File: src/rtl/lsu_align_ctrl_if.sv
// Bus bundle for lsu_align_ctrl: the MEM-stage request/response handshake plus the
// synchronous data RAM port.
//   req_*   request from the pipeline (valid/ready)
//   resp_*  response back to the pipeline (valid/ready)
//   mem_*   RAM strobe, write enable, word address, byte strobes, write and read data
// Modports: slave is the controller side, master is the pipeline + RAM environment.
interface lsu_align_ctrl_if #(
  parameter int unsigned XLEN   = 32,
  parameter int unsigned ADDR_W = 32
);
  logic                req_valid;
  logic                req_ready;
  logic                req_store;
  logic [2:0]          req_func3;
  logic [ADDR_W-1:0]   req_addr;
  logic [XLEN-1:0]     req_wdata;
  logic                resp_valid;
  logic                resp_ready;
  logic [XLEN-1:0]     resp_rdata;
  logic                resp_misalign;
  logic                resp_illegal;
  logic                mem_en;
  logic                mem_we;
  logic [ADDR_W-1:0]   mem_addr;
  logic [XLEN/8-1:0]   mem_be;
  logic [XLEN-1:0]     mem_wdata;
  logic [XLEN-1:0]     mem_rdata;

  modport slave (
    input  req_valid, req_store, req_func3, req_addr, req_wdata, resp_ready, mem_rdata,
    output req_ready, resp_valid, resp_rdata, resp_misalign, resp_illegal,
    output mem_en, mem_we, mem_addr, mem_be, mem_wdata
  );

  modport master (
    output req_valid, req_store, req_func3, req_addr, req_wdata, resp_ready, mem_rdata,
    input  req_ready, resp_valid, resp_rdata, resp_misalign, resp_illegal,
    input  mem_en, mem_we, mem_addr, mem_be, mem_wdata
  );
endinterface

File: src/rtl/lsu_align_ctrl.sv
// Load/store alignment controller between the MEM stage and a fixed-latency synchronous
// data RAM. One request in flight; byte-lane alignment, sign/zero extension,
// misalign/illegal detection, sub-word stores via byte strobes (USE_BE=1) or an
// internal read-modify-write (USE_BE=0).
// Ports:
//   clk    rising-edge clock
//   rst_n  asynchronous active-low reset
//   bus    lsu_align_ctrl_if.slave (request, response and RAM signals)
module lsu_align_ctrl #(
  parameter int unsigned XLEN   = 32,
  parameter int unsigned ADDR_W = 32,
  parameter int unsigned RD_LAT = 1,
  parameter int unsigned USE_BE = 1
) (
  input logic             clk,
  input logic             rst_n,
  lsu_align_ctrl_if.slave bus
);
  localparam int unsigned NB   = XLEN / 8;
  localparam int unsigned OFFW = $clog2(NB);
  localparam int unsigned CNTW = 3;

  typedef enum logic [2:0] {StIdle, StIssue, StWait, StWrite, StResp} state_e;

  state_e            state_q, state_d;
  logic              store_q, store_d;
  logic [2:0]        func3_q, func3_d;
  logic [ADDR_W-1:0] addr_q, addr_d;
  logic [CNTW-1:0]   cnt_q, cnt_d;
  logic [XLEN-1:0]   word_q, word_d;   // write data (lane-positioned / merged)
  logic [NB-1:0]     be_q, be_d;
  logic [XLEN-1:0]   rdata_q, rdata_d;
  logic              misalign_q, misalign_d;
  logic              illegal_q, illegal_d;

  // Request decode, evaluated on the live inputs at the accept edge.
  logic            in_legal;
  logic            in_misalign;
  logic            in_subword;
  logic [OFFW-1:0] in_lane;
  logic [OFFW-1:0] in_amask;

  function automatic logic is_legal(input logic st, input logic [2:0] f3);
    logic ok;
    ok = 1'b0;
    if (st) begin
      ok = !f3[2] && ((f3[1:0] != 2'd3) || (XLEN == 64));
    end else begin
      unique case (f3)
        3'd0, 3'd1, 3'd2, 3'd4, 3'd5: ok = 1'b1;
        3'd3, 3'd6:                   ok = (XLEN == 64);
        default:                      ok = 1'b0;
      endcase
    end
    return ok;
  endfunction

  // Replicate the low size bytes of d across the word; aligned accesses then land
  // their bytes on the addressed lane without a shifter.
  function automatic logic [XLEN-1:0] replicate(input logic [XLEN-1:0] d,
                                                input logic [1:0] f);
    logic [XLEN-1:0] r;
    int unsigned     sz;
    sz = 32'd1 << f;
    r  = '0;
    for (int unsigned i = 0; i < NB; i++) begin
      r[i*8 +: 8] = d[(i & (sz - 1))*8 +: 8];
    end
    return r;
  endfunction

  function automatic logic [NB-1:0] lane_mask(input logic [OFFW-1:0] lane,
                                              input logic [1:0] f);
    logic [NB-1:0] m;
    int unsigned   sz;
    sz = 32'd1 << f;
    m  = '0;
    for (int unsigned i = 0; i < NB; i++) begin
      m[i] = (i >= 32'(lane)) && (i < 32'(lane) + sz);
    end
    return m;
  endfunction

  function automatic logic [XLEN-1:0] load_ext(input logic [XLEN-1:0] word,
                                               input logic [OFFW-1:0] lane,
                                               input logic [2:0] f3);
    logic [XLEN-1:0] sh;
    logic [XLEN-1:0] r;
    logic            sgn;
    int unsigned     sz;
    sz  = 32'd1 << f3[1:0];
    sh  = word >> {lane, 3'b000};
    sgn = !f3[2] && sh[sz*8-1];
    r   = '0;
    for (int unsigned i = 0; i < NB; i++) begin
      r[i*8 +: 8] = (i < sz) ? sh[i*8 +: 8] : {8{sgn}};
    end
    return r;
  endfunction

  always_comb begin
    in_lane     = bus.req_addr[OFFW-1:0];
    in_amask    = OFFW'((32'd1 << bus.req_func3[1:0]) - 32'd1);
    in_legal    = is_legal(bus.req_store, bus.req_func3);
    // An illegal access reports only the illegal flag.
    in_misalign = in_legal && ((in_lane & in_amask) != '0);
    in_subword  = 32'(bus.req_func3[1:0]) < OFFW;
  end

  always_comb begin
    state_d    = state_q;
    store_d    = store_q;
    func3_d    = func3_q;
    addr_d     = addr_q;
    cnt_d      = cnt_q;
    word_d     = word_q;
    be_d       = be_q;
    rdata_d    = rdata_q;
    misalign_d = misalign_q;
    illegal_d  = illegal_q;

    unique case (state_q)
      StIdle: begin
        if (bus.req_valid) begin
          store_d    = bus.req_store;
          func3_d    = bus.req_func3;
          addr_d     = bus.req_addr;
          word_d     = replicate(bus.req_wdata, bus.req_func3[1:0]);
          be_d       = lane_mask(in_lane, bus.req_func3[1:0]);
          rdata_d    = '0;
          misalign_d = in_misalign;
          illegal_d  = !in_legal;
          if (!in_legal || in_misalign) begin
            state_d = StResp;
          end else if (!bus.req_store || (in_subword && (USE_BE == 0))) begin
            state_d = StIssue;
          end else begin
            state_d = StWrite;
          end
        end
      end
      StIssue: begin
        cnt_d   = CNTW'(RD_LAT - 1);
        state_d = StWait;
      end
      StWait: begin
        if (cnt_q == '0) begin
          if (store_q) begin
            // RMW: keep RAM bytes outside the lane mask, then write the whole word.
            for (int unsigned i = 0; i < NB; i++) begin
              word_d[i*8 +: 8] = be_q[i] ? word_q[i*8 +: 8] : bus.mem_rdata[i*8 +: 8];
            end
            be_d    = '1;
            state_d = StWrite;
          end else begin
            rdata_d = load_ext(bus.mem_rdata, addr_q[OFFW-1:0], func3_q);
            state_d = StResp;
          end
        end else begin
          cnt_d = cnt_q - 1'b1;
        end
      end
      StWrite: begin
        state_d = StResp;
      end
      StResp: begin
        if (bus.resp_ready) begin
          state_d = StIdle;
        end
      end
      default: state_d = StIdle;
    endcase
  end

  always_ff @(posedge clk or negedge rst_n) begin
    if (!rst_n) begin
      state_q    <= StIdle;
      store_q    <= 1'b0;
      func3_q    <= '0;
      addr_q     <= '0;
      cnt_q      <= '0;
      word_q     <= '0;
      be_q       <= '0;
      rdata_q    <= '0;
      misalign_q <= 1'b0;
      illegal_q  <= 1'b0;
    end else begin
      state_q    <= state_d;
      store_q    <= store_d;
      func3_q    <= func3_d;
      addr_q     <= addr_d;
      cnt_q      <= cnt_d;
      word_q     <= word_d;
      be_q       <= be_d;
      rdata_q    <= rdata_d;
      misalign_q <= misalign_d;
      illegal_q  <= illegal_d;
    end
  end

  logic resp_v;
  logic write_v;

  always_comb begin
    resp_v            = (state_q == StResp);
    write_v           = (state_q == StWrite);
    // Reset gating keeps req_ready low while rst_n is held, even though state is IDLE.
    bus.req_ready     = rst_n && (state_q == StIdle);
    bus.resp_valid    = resp_v;
    bus.resp_rdata    = resp_v ? rdata_q : '0;
    bus.resp_misalign = resp_v && misalign_q;
    bus.resp_illegal  = resp_v && illegal_q;
    bus.mem_en        = (state_q == StIssue) || write_v;
    bus.mem_we        = write_v;
    bus.mem_addr      = bus.mem_en ? {addr_q[ADDR_W-1:OFFW], {OFFW{1'b0}}} : '0;
    bus.mem_be        = write_v ? be_q : '0;
    bus.mem_wdata     = write_v ? word_q : '0;
  end
endmodule
File: src/flat_wrapper.sv
// flat-port wrapper written by rule: the top's interface ports become plain ports
module lsu_align_ctrl_flat 
#(
  parameter int unsigned XLEN   = 32,
  parameter int unsigned ADDR_W = 32,
  parameter int unsigned RD_LAT = 1,
  parameter int unsigned USE_BE = 1
)
  (clk, rst_n, bus_req_valid, bus_req_store, bus_req_func3, bus_req_addr, bus_req_wdata, bus_resp_ready, bus_mem_rdata, bus_req_ready, bus_resp_valid, bus_resp_rdata, bus_resp_misalign, bus_resp_illegal, bus_mem_en, bus_mem_we, bus_mem_addr, bus_mem_be, bus_mem_wdata);
  lsu_align_ctrl_if #(.XLEN(XLEN), .ADDR_W(ADDR_W)) bus_i ();
  input logic clk;
  input logic rst_n;
  input wire logic [$bits(bus_i.req_valid)-1:0] bus_req_valid;
  input wire logic [$bits(bus_i.req_store)-1:0] bus_req_store;
  input wire logic [$bits(bus_i.req_func3)-1:0] bus_req_func3;
  input wire logic [$bits(bus_i.req_addr)-1:0] bus_req_addr;
  input wire logic [$bits(bus_i.req_wdata)-1:0] bus_req_wdata;
  input wire logic [$bits(bus_i.resp_ready)-1:0] bus_resp_ready;
  input wire logic [$bits(bus_i.mem_rdata)-1:0] bus_mem_rdata;
  output wire logic [$bits(bus_i.req_ready)-1:0] bus_req_ready;
  output wire logic [$bits(bus_i.resp_valid)-1:0] bus_resp_valid;
  output wire logic [$bits(bus_i.resp_rdata)-1:0] bus_resp_rdata;
  output wire logic [$bits(bus_i.resp_misalign)-1:0] bus_resp_misalign;
  output wire logic [$bits(bus_i.resp_illegal)-1:0] bus_resp_illegal;
  output wire logic [$bits(bus_i.mem_en)-1:0] bus_mem_en;
  output wire logic [$bits(bus_i.mem_we)-1:0] bus_mem_we;
  output wire logic [$bits(bus_i.mem_addr)-1:0] bus_mem_addr;
  output wire logic [$bits(bus_i.mem_be)-1:0] bus_mem_be;
  output wire logic [$bits(bus_i.mem_wdata)-1:0] bus_mem_wdata;
  assign bus_i.req_valid = bus_req_valid;
  assign bus_i.req_store = bus_req_store;
  assign bus_i.req_func3 = bus_req_func3;
  assign bus_i.req_addr = bus_req_addr;
  assign bus_i.req_wdata = bus_req_wdata;
  assign bus_i.resp_ready = bus_resp_ready;
  assign bus_i.mem_rdata = bus_mem_rdata;
  assign bus_req_ready = bus_i.req_ready;
  assign bus_resp_valid = bus_i.resp_valid;
  assign bus_resp_rdata = bus_i.resp_rdata;
  assign bus_resp_misalign = bus_i.resp_misalign;
  assign bus_resp_illegal = bus_i.resp_illegal;
  assign bus_mem_en = bus_i.mem_en;
  assign bus_mem_we = bus_i.mem_we;
  assign bus_mem_addr = bus_i.mem_addr;
  assign bus_mem_be = bus_i.mem_be;
  assign bus_mem_wdata = bus_i.mem_wdata;
  lsu_align_ctrl #(.XLEN(XLEN), .ADDR_W(ADDR_W), .RD_LAT(RD_LAT), .USE_BE(USE_BE)) u_core (.clk(clk), .rst_n(rst_n), .bus(bus_i));
endmodule
File: config.mk
export PLATFORM = sky130hd
export DESIGN_NAME = lsu_align_ctrl_flat
export DESIGN_NICKNAME = d
export VERILOG_FILES = /design/src/rtl/lsu_align_ctrl_if.sv /design/src/rtl/lsu_align_ctrl.sv /design/src/flat_wrapper.sv
export SDC_FILE = /design/constraint.sdc
export NUM_CORES = 1
export LEC_CHECK = 0
export CAP_MARGIN = 20
export CORE_MARGIN = 2
export CORE_UTILIZATION = 47
export CTS_CLUSTER_SIZE = 30
export DETAILED_ROUTE_END_ITERATION = 8
export PLACE_DENSITY_LB_ADDON = 0.2
export SLEW_MARGIN = 15
export SYNTH_ARGS = -nofsm -noshare
export SYNTH_HDL_FRONTEND = slang
export SYNTH_SLANG_ARGS = --single-unit
File: constraint.sdc
create_clock -name clk -period 3 [get_ports clk]
set_input_delay 0.6 -clock clk [delete_from_list [all_inputs] [get_ports clk]]
set_output_delay 0.6 -clock clk [all_outputs]
set_load 0.02 [all_outputs]
==> results.cfg, run 1 <==
[route]
drtIter0Drc = 456
vias = 6397
drtAntennaViolNets = 0
drt-total-wl_um = 20900
wire_per_inst_um = 17.9
drc = 0
drtPass1Iterations = 5
via_per_inst = 5.49

[sta]
fin_crit_ps = 2820
period_share_pct = 94.1
slew_headroom_pct = 37.3
setup_viol = 0
finClkSkew_ps = 9.23
hold_viol = 0
setup_tns_ps = 0
rsz0062_at_grt = no
slew_violations = 0
worstMarginPinSlew_ps = 940
clock.fmax_mhz = 354

[setup_path]
worstRegToRegCells = 6
crit_fanout = 35
end_kind = output port
cpPeakStageDelay_ps = 620
startpoint = u_core.state_q[2]
crit_path_start_kind = register
crit_arrival_ps = 2220
critPathKind = register to output port
cp.required_ps = 2400
cp_slowest_cell = clkdlybuf4s50_1
reg2reg_from = u_core.func3_q[1]
crit_chain = nand2b_1 -> inv_1 -> buf_4 -> and3_1 -> clkdlybuf4s50_1

[die]
num_rows = 43
die_width_um = 122
start_util_pct = 47.8
core_area_um2 = 13800
dieArea_um2 = 15000
die_h_um = 122
pin_count = 210

[synth]
ys_ff_latch = 112
async_flop_share_pct = 100
yosysSeqAreaShare_pct = 42.6
syn_area_per_cell_um2 = 8.22
ys_types = 50
synthFlopType = dfrtp_1
synthCells = 800
syn-cell-area_um2 = 6580
yosysWarnings = 0
synth-edff-count = 0

[global_routing]
grt_pass1_vias = 6046
grt_use_met3_pct = 7.20
grt_overflow_total = 0
grt_util_met1_pct = 39.4
busiest_layer = met2
grt_usage_pct = 28.4
antenna_found_initial = 0
grt_max_degree = 73
grt_pass1_wl_um = 32900
use_met2_pct = 43.6

[finish]
multiInputGateArea_um2 = 3460
seq_area_um2 = 2800
area_growth_pct = 38.4
fin_nets = 1092
drive_above_1_share_pct = 5.98
fillers = 1242
stdcell_area_um2 = 9100
antennaDiodeCount = 0

[clocking]
cts-resized-gates = 0
cts_setup_buffers = 0
insertion_delay_ps = 360
cts_sinks = 112
root_buffer = clkbuf_16
h-tree-depth = 3
ctsHoldBuffers = 0
cts_max_path_buffers = 2
cts_buffers = 9
path_clk_slew_ps = 70
cts_tree = yes

[place]
routabilityCongestion = 0.897
io_buffers = 207
placedInstanceArea_um2 = 8820
place_hpwl_um = 15200

[min_path]
hold_depth = 2
min_from = u_core.addr_q[24]
hold_path.class = register to register

[power_and_ir_drop]
clkPwrFrac_pct = 16.0
switching_power_mw = 3.17
leakagePower_nw = 4.25
p_comb_share_pct = 49.5
power_density_nw_per_um2 = 804
p_int_mw = 4.16
power_frac_seq_pct = 34.5
switching_share_pct = 43.2
peakVddDrop_mv = 0.378

[outcome]
status = finished clean

[job]
max_cap_viol_count = 0
critical path, delay by kind of cell (launching register included):
| kind | cells | cell delay [ps] |
|---|---|---|
| buffers and inverters | 3 | 1020 |
| AND/OR/NAND/NOR | 2 | 450 |
| flip-flops | 1 | 380 |
power groups by stage:
stage | Sequential (mW) | Combinational (mW) | Clock, mW
after floorplan | 2.38 | 2.53 | 0
after global placement | 2.52 | 3.54 | 0
after detailed placement | 2.53 | 3.62 | 0
after CTS | 2.52 | 3.63 | 1.19
after global routing | 2.60 | 4.04 | 1.24
final | 2.53 | 3.63 | 1.17
cell usage after synthesis, drive strengths merged, types with 10 or more instances:
master	count	area, µm²
nor2b	10	62.6
and2	32	200
a31oi	16	100
dfrtp	112	2800
o21ai	63	315
a211oi	15	113
buf	17	83.8
and3	70	438
a21oi	45	225
mux2i	43	430
nand2	177	664
nand2b	10	62.6
clkbuf	47	178
a22oi	16	120
nor2	55	206
inv	18	67.6
state kept, by name (all words and copies together) (netlist names):
register / flops
u_core.func3_q: 3
u_core.illegal_q: 1
u_core.state_q: 3
u_core.be_q: 4
u_core.misalign_q: 1
u_core.addr_q: 32
u_core.store_q: 1
u_core.cnt_q: 3
u_core.rdata_q: 32
u_core.word_q: 32
metrics by stage:
| step | instances | worst slack (ps) | power, mW | hold slack [ps] | utilization (%) |
|---|---|---|---|---|---|
| final | 1166 | 176 | 7.32 | 464 | 66.1 |
| after floorplan | 801 | 29.6 | 4.91 | 304 | - |
| after detailed placement | 1150 | 176 | 6.15 | 454 | 64.1 |
| after global placement | 1150 | 260 | 6.06 | 449 | 64.0 |
| after global routing | 1166 | 60.0 | 7.89 | 491 | 66.1 |
| after CTS | 1166 | 170 | 7.34 | 473 | 66.1 |
cells by family after synthesis:
kind of cell / synth area share (%)
simple gates: 27.0
compound gates: 15.8
flops: 42.6
buf+inv: 5.00
mux: 7.91
fa+ha+maj: 1.45
other cells: 0.0570
xor+xnor: 0.133
area by class of cell:
type	count	share of cell area, %
repair buffers	233	24.9
well taps	180	2.47
flip-flops and latches	112	30.8
clock inverters	6	0.467
clock buffers	10	2.62
inverters	18	0.742
multi-input cells	607	38.0
routing by layer:
metal  part of all wire, %  wire (µm)
met5                     0          0
met3                   8.3       1720
met1                    44       9120
met4                   2.0        418
met2                    46       9590
worst paths after layout:
check	endpoint	slack, ps
max	bus_mem_wdata[7]	180
min	u_core.addr_q[24]	460
max reg2reg	u_core.rdata_q[14]	520
min reg2reg	u_core.addr_q[24]	460
max in group asynchronous	u_core.illegal_q	1450
min in group asynchronous	u_core.cnt_q[0]	480
cells in the final DEF, fill, tap and decap left out, types with 3 or more instances in the layout:
master / Yosys / final
a211oi_1: 15 / 15
a21oi_1: 45 / 45
a22oi_1: 16 / 16
a31oi_1: 16 / 16
and2_1: 32 / 32
and3_1: 70 / 70
buf_4: 2 / 27
clkbuf_16: 0 / 9
clkdlybuf4s50_1: 0 / 206
dfrtp_1: 112 / 112
ha_1: 6 / 6
inv_1: 18 / 18
mux2_2: 8 / 8
mux2i_1: 43 / 43
nand2_1: 177 / 177
nand2b_1: 10 / 10
nand3_1: 3 / 3
nor2_1: 55 / 54
nor2b_1: 10 / 10
nor3_1: 4 / 3
o21ai_0: 60 / 60
o21ai_1: 3 / 3
o31ai_1: 3 / 3
(Power assumes the default switching activity.)
==> run 2, diff against run 1 <==
--- a/config.mk
+++ b/config.mk
@@ -7,7 +7,7 @@
 export LEC_CHECK = 0
 export CAP_MARGIN = 20
 export CORE_MARGIN = 2
-export CORE_UTILIZATION = 47
+export CORE_UTILIZATION = 43
 export CTS_CLUSTER_SIZE = 30
 export DETAILED_ROUTE_END_ITERATION = 8
 export PLACE_DENSITY_LB_ADDON = 0.2
==> constraint.sdc (replaced) <==
create_clock -name clk -period 2.5 [get_ports clk]
set_input_delay 0.5 -clock clk [delete_from_list [all_inputs] [get_ports clk]]
set_output_delay 0.5 -clock clk [all_outputs]
set_load 0.02 [all_outputs]
==> run 2 against run 1 <==
  * Routed wire length grew 0.50%
  * Sequential cell count is the same
  * First-iteration DRC count shrank 8.8%
  * Combinational power grew 20%
  * Sequential power grew 19%
  * Clock skew shrank 3.0 ps
  * Via count shrank 1.2%
  * Largest cell class unchanged
  * Largest power group unchanged
  * Highest routed layer unchanged
==> results.cfg, run 2 (synthesized netlist as in run 1, its figures left out) <==
[sta]
worstMarginPinSlew_ps = 816
finClkSkew_ps = 6.22
slew_headroom_pct = 45.6
slew_violations = 0
fin_crit_ps = 2430
clock.fmax_mhz = 411
rsz0062_at_grt = no
setup_viol = 0
period_share_pct = 97.2
hold_viol = 0

[clocking]
ctsHoldBuffers = 0
cts_tree = yes
cts_max_path_buffers = 2
cts_setup_buffers = 0
root_buffer = clkbuf_16
cts_buffers = 9
path_clk_slew_ps = 70
insertion_delay_ps = 360
cts_sinks = 112
h-tree-depth = 3

[finish]
fin_nets = 1103
drive_above_1_share_pct = 7.12
multiInputGateArea_um2 = 3470
antennaDiodeCount = 0
largestRegisters = u_core.addr_q (32), u_core.rdata_q (32), u_core.word_q (32)
area_growth_pct = 40.1
final_cell_mix = 177 x nand2_1, 112 x dfrtp_1, 103 x clkdlybuf4s50_1, 102 x dlygate4sd2_1, 70 x and3_1
layout_commonest_cell = nand2_1
fin_cells = 1185
seq_area_um2 = 2800
fillers = 1393
stdcell_area_um2 = 9220

[place]
place_hpwl_um = 15400
placedInstanceArea_um2 = 8940
io_buffers = 207
routabilityCongestion = 0.938
dp.cells = 1168

[global_routing]
grt_overflow_total = 0
grt_max_degree = 69
grt_pass1_vias = 5948
grt_usage_pct = 25.7
antenna_found_initial = 0
grt_util_met1_pct = 35.2
busiest_layer = met2
use_met2_pct = 40.4
grt_use_met3_pct = 5.80
grt_pass1_wl_um = 32600

[route]
via_per_inst = 5.33
drtAntennaViolNets = 0
drtIter0Drc = 416
drtPass1Iterations = 5
vias = 6318
wire_per_inst_um = 17.7
drt-total-wl_um = 21000
drc = 0

[die]
die_width_um = 128
pin_count = 210
num_rows = 45
start_util_pct = 43.6
core_area_um2 = 15100
die_h_um = 128
dieArea_um2 = 16300

[power_and_ir_drop]
power_frac_seq_pct = 32.5
switching_share_pct = 40.8
peakVddDrop_mv = 0.449
p_int_mw = 5.45
power_density_nw_per_um2 = 999
p_comb_share_pct = 47.4
leakagePower_nw = 4.84
clkPwrFrac_pct = 20.1
switching_power_mw = 3.76

[setup_path]
crit_path_start_kind = register
cp.required_ps = 2000
r2r_setup_slack_ps = 250
crit_arrival_ps = 1930
crit_fanout = 34
end_kind = output port
critPathKind = register to output port

[job]
max_cap_viol_count = 0

[min_path]
hold_path.class = input pin to async pin

[outcome]
status = finished clean
[run 2: cell count changes in the layout (fill, tap and decap cells not counted), sizes merged]
cell           before  now
clkinv              3    1
bufinv              0    5
dlygate4sd2         0  102
clkinvlp            2    0
clkdlybuf4s50     206  103
clkbuf             10   11
clkdlybuf4s15       0    1
inv                19   18
buf                27   37
[run 2: worst max-delay path, cell delays in order, from the launching register on]
cell           delay [ps]
dfrtp_1               380
nand2b_1              230
inv_2                 170
buf_12                210
and3_1                230
dlygate4sd2_1         340
[run 2: layout make-up]
class | count | share of cell area [%]
Multi-Input combinational cell | 607 | 37.6
Sequential cell | 112 | 30.4
Timing Repair Buffer | 244 | 24.5
Tap cell | 188 | 2.55
Clock buffer | 10 | 2.48
Clock inverter | 6 | 1.68
Inverter | 18 | 0.733
[run 2: worst paths after layout]
check	startpoint	endpoint	cells after the start
min in group clk	u_core.addr_q[25]	u_core.addr_q[25]	2
max reg2reg	u_core.state_q[2]	u_core.rdata_q[27]	6
min reg2reg	u_core.addr_q[25]	u_core.addr_q[25]	2
max	u_core.state_q[2]	bus_mem_wdata[13]	5
min	rst_n	u_core.addr_q[28]	2
max in group asynchronous	rst_n	u_core.word_q[12]	3
[run 2: through the flow]
step	hold WS, ps	total power [mW]	utilization [%]	setup TNS (ps)	worst slack, ps
after floorplan	204	5.90	-	0	64.4
after global placement	449	7.37	59.2	-235	-118
after detailed placement	454	7.45	59.2	-418	-166
after CTS	378	9.20	60.9	0	54.1
after global routing	417	9.90	61.1	0	9.65
final	339	9.21	61.1	0	69.0
[run 2: per-layer routing]
| layer | share of wire (%) | vias to the layer above |
|---|---|---|
| met3 | 7.0 | 34 |
| li1 | - | 3112 |
| met2 | 46 | 235 |
| met5 | 0 | - |
| met4 | 2.5 | 0 |
| met1 | 44 | 2937 |
[run 2: timing repair]
action                     in CTS  in global routing
setup endpoints to repair     103                 21
resized for setup             103                  2
cloned                          0                  1
[run 2: power groups by stage]
stage | clock (mW) | combinational (mW) | sequential [mW]
finish | 1.85 | 4.37 | 3.00
global route | 1.96 | 4.85 | 3.09
CTS | 1.88 | 4.33 | 2.99
detailed placement | 0 | 4.43 | 3.02
global placement | 0 | 4.37 | 3.00
floorplan | 0 | 3.04 | 2.86
==> run 3, diff against run 2 <==
--- a/config.mk
+++ b/config.mk
@@ -11,6 +11,7 @@
 export CTS_CLUSTER_SIZE = 30
 export DETAILED_ROUTE_END_ITERATION = 8
 export PLACE_DENSITY_LB_ADDON = 0.2
+export RECOVER_POWER = 100
 export SLEW_MARGIN = 15
 export SYNTH_ARGS = -nofsm -noshare
 export SYNTH_HDL_FRONTEND = slang
==> run 3 against run 2 <==
  * The run now ends with max-capacitance violations, max-slew violations left
  * Die area is the same
  * Final cell count stayed put
  * First-iteration DRC count decreased by 11%
  * Critical path depth unchanged
  * Global-route usage unchanged
  * Register-to-register slack gained 20 ps
  * Clock skew up 1.1 ps
  * Clock power about the same
  * Critical endpoint unchanged
  * Largest power group unchanged
==> results.cfg, run 3 (synthesized netlist as in run 1, its figures left out) <==
[clocking]
h-tree-depth = 3
cts_buffers = 9
cts_max_path_buffers = 2
path_clk_slew_ps = 70
cts_setup_buffers = 0
ctsHoldBuffers = 0
cts_sinks = 112
cts_tree = yes
root_buffer = clkbuf_16
insertion_delay_ps = 360

[outcome]
status = finished, violations left
violations = max-capacitance violations, max-slew violations

[route]
drtAntennaViolNets = 0
drtPass1Iterations = 5
via_per_inst = 5.33
drtIter0Drc = 370
wire_per_inst_um = 17.7
drt-total-wl_um = 20900
vias = 6313
drc = 0

[power_and_ir_drop]
p_int_mw = 5.39
power_frac_seq_pct = 32.8
p_comb_share_pct = 47.0
clkPwrFrac_pct = 20.3
power_density_nw_per_um2 = 995
switching_share_pct = 41.0
peakVddDrop_mv = 0.423
leakagePower_nw = 4.83
p_total_mw = 9.14
switching_power_mw = 3.75

[sta]
setup_tns_ps = 0
slew_violations = 66
whs_ps = 466
finClkSkew_ps = 7.31
slew_headroom_pct = -7.70
setup_viol = 0
worst_slack_ps = 63.0
period_share_pct = 97.5
hold_viol = 0
worstMarginPinSlew_ps = 1620
fin_crit_ps = 2440
clock.fmax_mhz = 410
rsz0062_at_grt = no

[min_path]
hold_path.class = register to register

[die]
num_rows = 45
dieArea_um2 = 16300
core_area_um2 = 15100
pin_count = 210
start_util_pct = 43.6
die_h_um = 128
die_width_um = 128

[setup_path]
crit_arrival_ps = 1940
end_kind = output port
crit_path_start_kind = register
critPathKind = register to output port
crit_fanout = 34
cp.required_ps = 2000

[place]
place_hpwl_um = 15400
routabilityCongestion = 0.938
placedInstanceArea_um2 = 8940
dpl_worst_slack_ps = -166
dp.cells = 1168
io_buffers = 207

[finish]
area_growth_pct = 39.6
fin_cells = 1185
largestRegisters = u_core.addr_q (32), u_core.rdata_q (32), u_core.word_q (32)
final_core_util_pct = 60.8
fillers = 1400
fin_nets = 1103
final_cell_mix = 177 x nand2_1, 112 x dfrtp_1, 102 x clkdlybuf4s50_1, 102 x dlygate4sd2_1, 70 x and3_1
stdcell_area_um2 = 9180
layout_commonest_cell = nand2_1
antennaDiodeCount = 0
drive_above_1_share_pct = 6.92

[global_routing]
busiest_layer = met2
grt_usage_pct = 25.7
grt_util_met1_pct = 35.2
grt_pass1_vias = 5948
use_met2_pct = 40.4
grt_use_met3_pct = 5.80
grt_max_degree = 69
antenna_found_initial = 0
grt_overflow_total = 0
grt_pass1_wl_um = 32600

[job]
max_cap_viol_count = 1
-- run 3: repair_timing --
action	in CTS	in global routing
cloned	0	1
setup endpoints to repair	103	21
resized for setup	103	2
-- run 3: cell type report --
class                   instances  area [µm²]  share of cell area [%]
repair buffers                244        2230                    24.3
clock buffers                  10         229                    2.49
well taps                     188         235                    2.56
multi-input cells             607        3460                    37.7
clock inverters                 6         155                    1.69
flip-flops and latches        112        2800                    30.5
inverters                      18        67.6                   0.736
-- run 3: per-layer routing --
layer	share of wire, %	vias to the layer above	routed length (µm)
met2	46	220	9630
li1	-	3119	-
met5	0	-	0
met3	6.4	35	1340
met1	45	2939	9420
met4	2.5	0	532
-- run 3: power groups by stage --
stage | registers [mW] | logic [mW] | clock network [mW]
2_1_floorplan | 2.86 | 3.04 | 0
3_3_place_gp | 3.00 | 4.37 | 0
3_5_place_dp | 3.02 | 4.43 | 0
4_1_cts | 2.99 | 4.33 | 1.88
5_1_grt | 3.09 | 4.78 | 1.96
6_report | 2.99 | 4.29 | 1.85
-- run 3: final timing paths --
| kind | startpoint | end | slack (ps) | cells past startpoint |
|---|---|---|---|---|
| hold reg to reg | u_core.addr_q[25] | u_core.addr_q[25] | 470 | 2 |
| max in group asynchronous | rst_n | u_core.word_q[12] | 440 | 3 |
| min in group asynchronous | rst_n | u_core.addr_q[28] | 650 | 2 |
| setup reg to reg | u_core.state_q[2] | u_core.rdata_q[27] | 270 | 6 |
| setup / recovery | u_core.state_q[2] | bus_mem_wdata[13] | 60 | 5 |
| hold / removal | u_core.addr_q[25] | u_core.addr_q[25] | 470 | 2 |
-- run 3: critical path: stages, from the launching register on --
cell and delay, ps:
dfrtp_1 380, nand2b_1 230, inv_2 180, buf_12 200
and3_1 230, dlygate4sd2_1 340
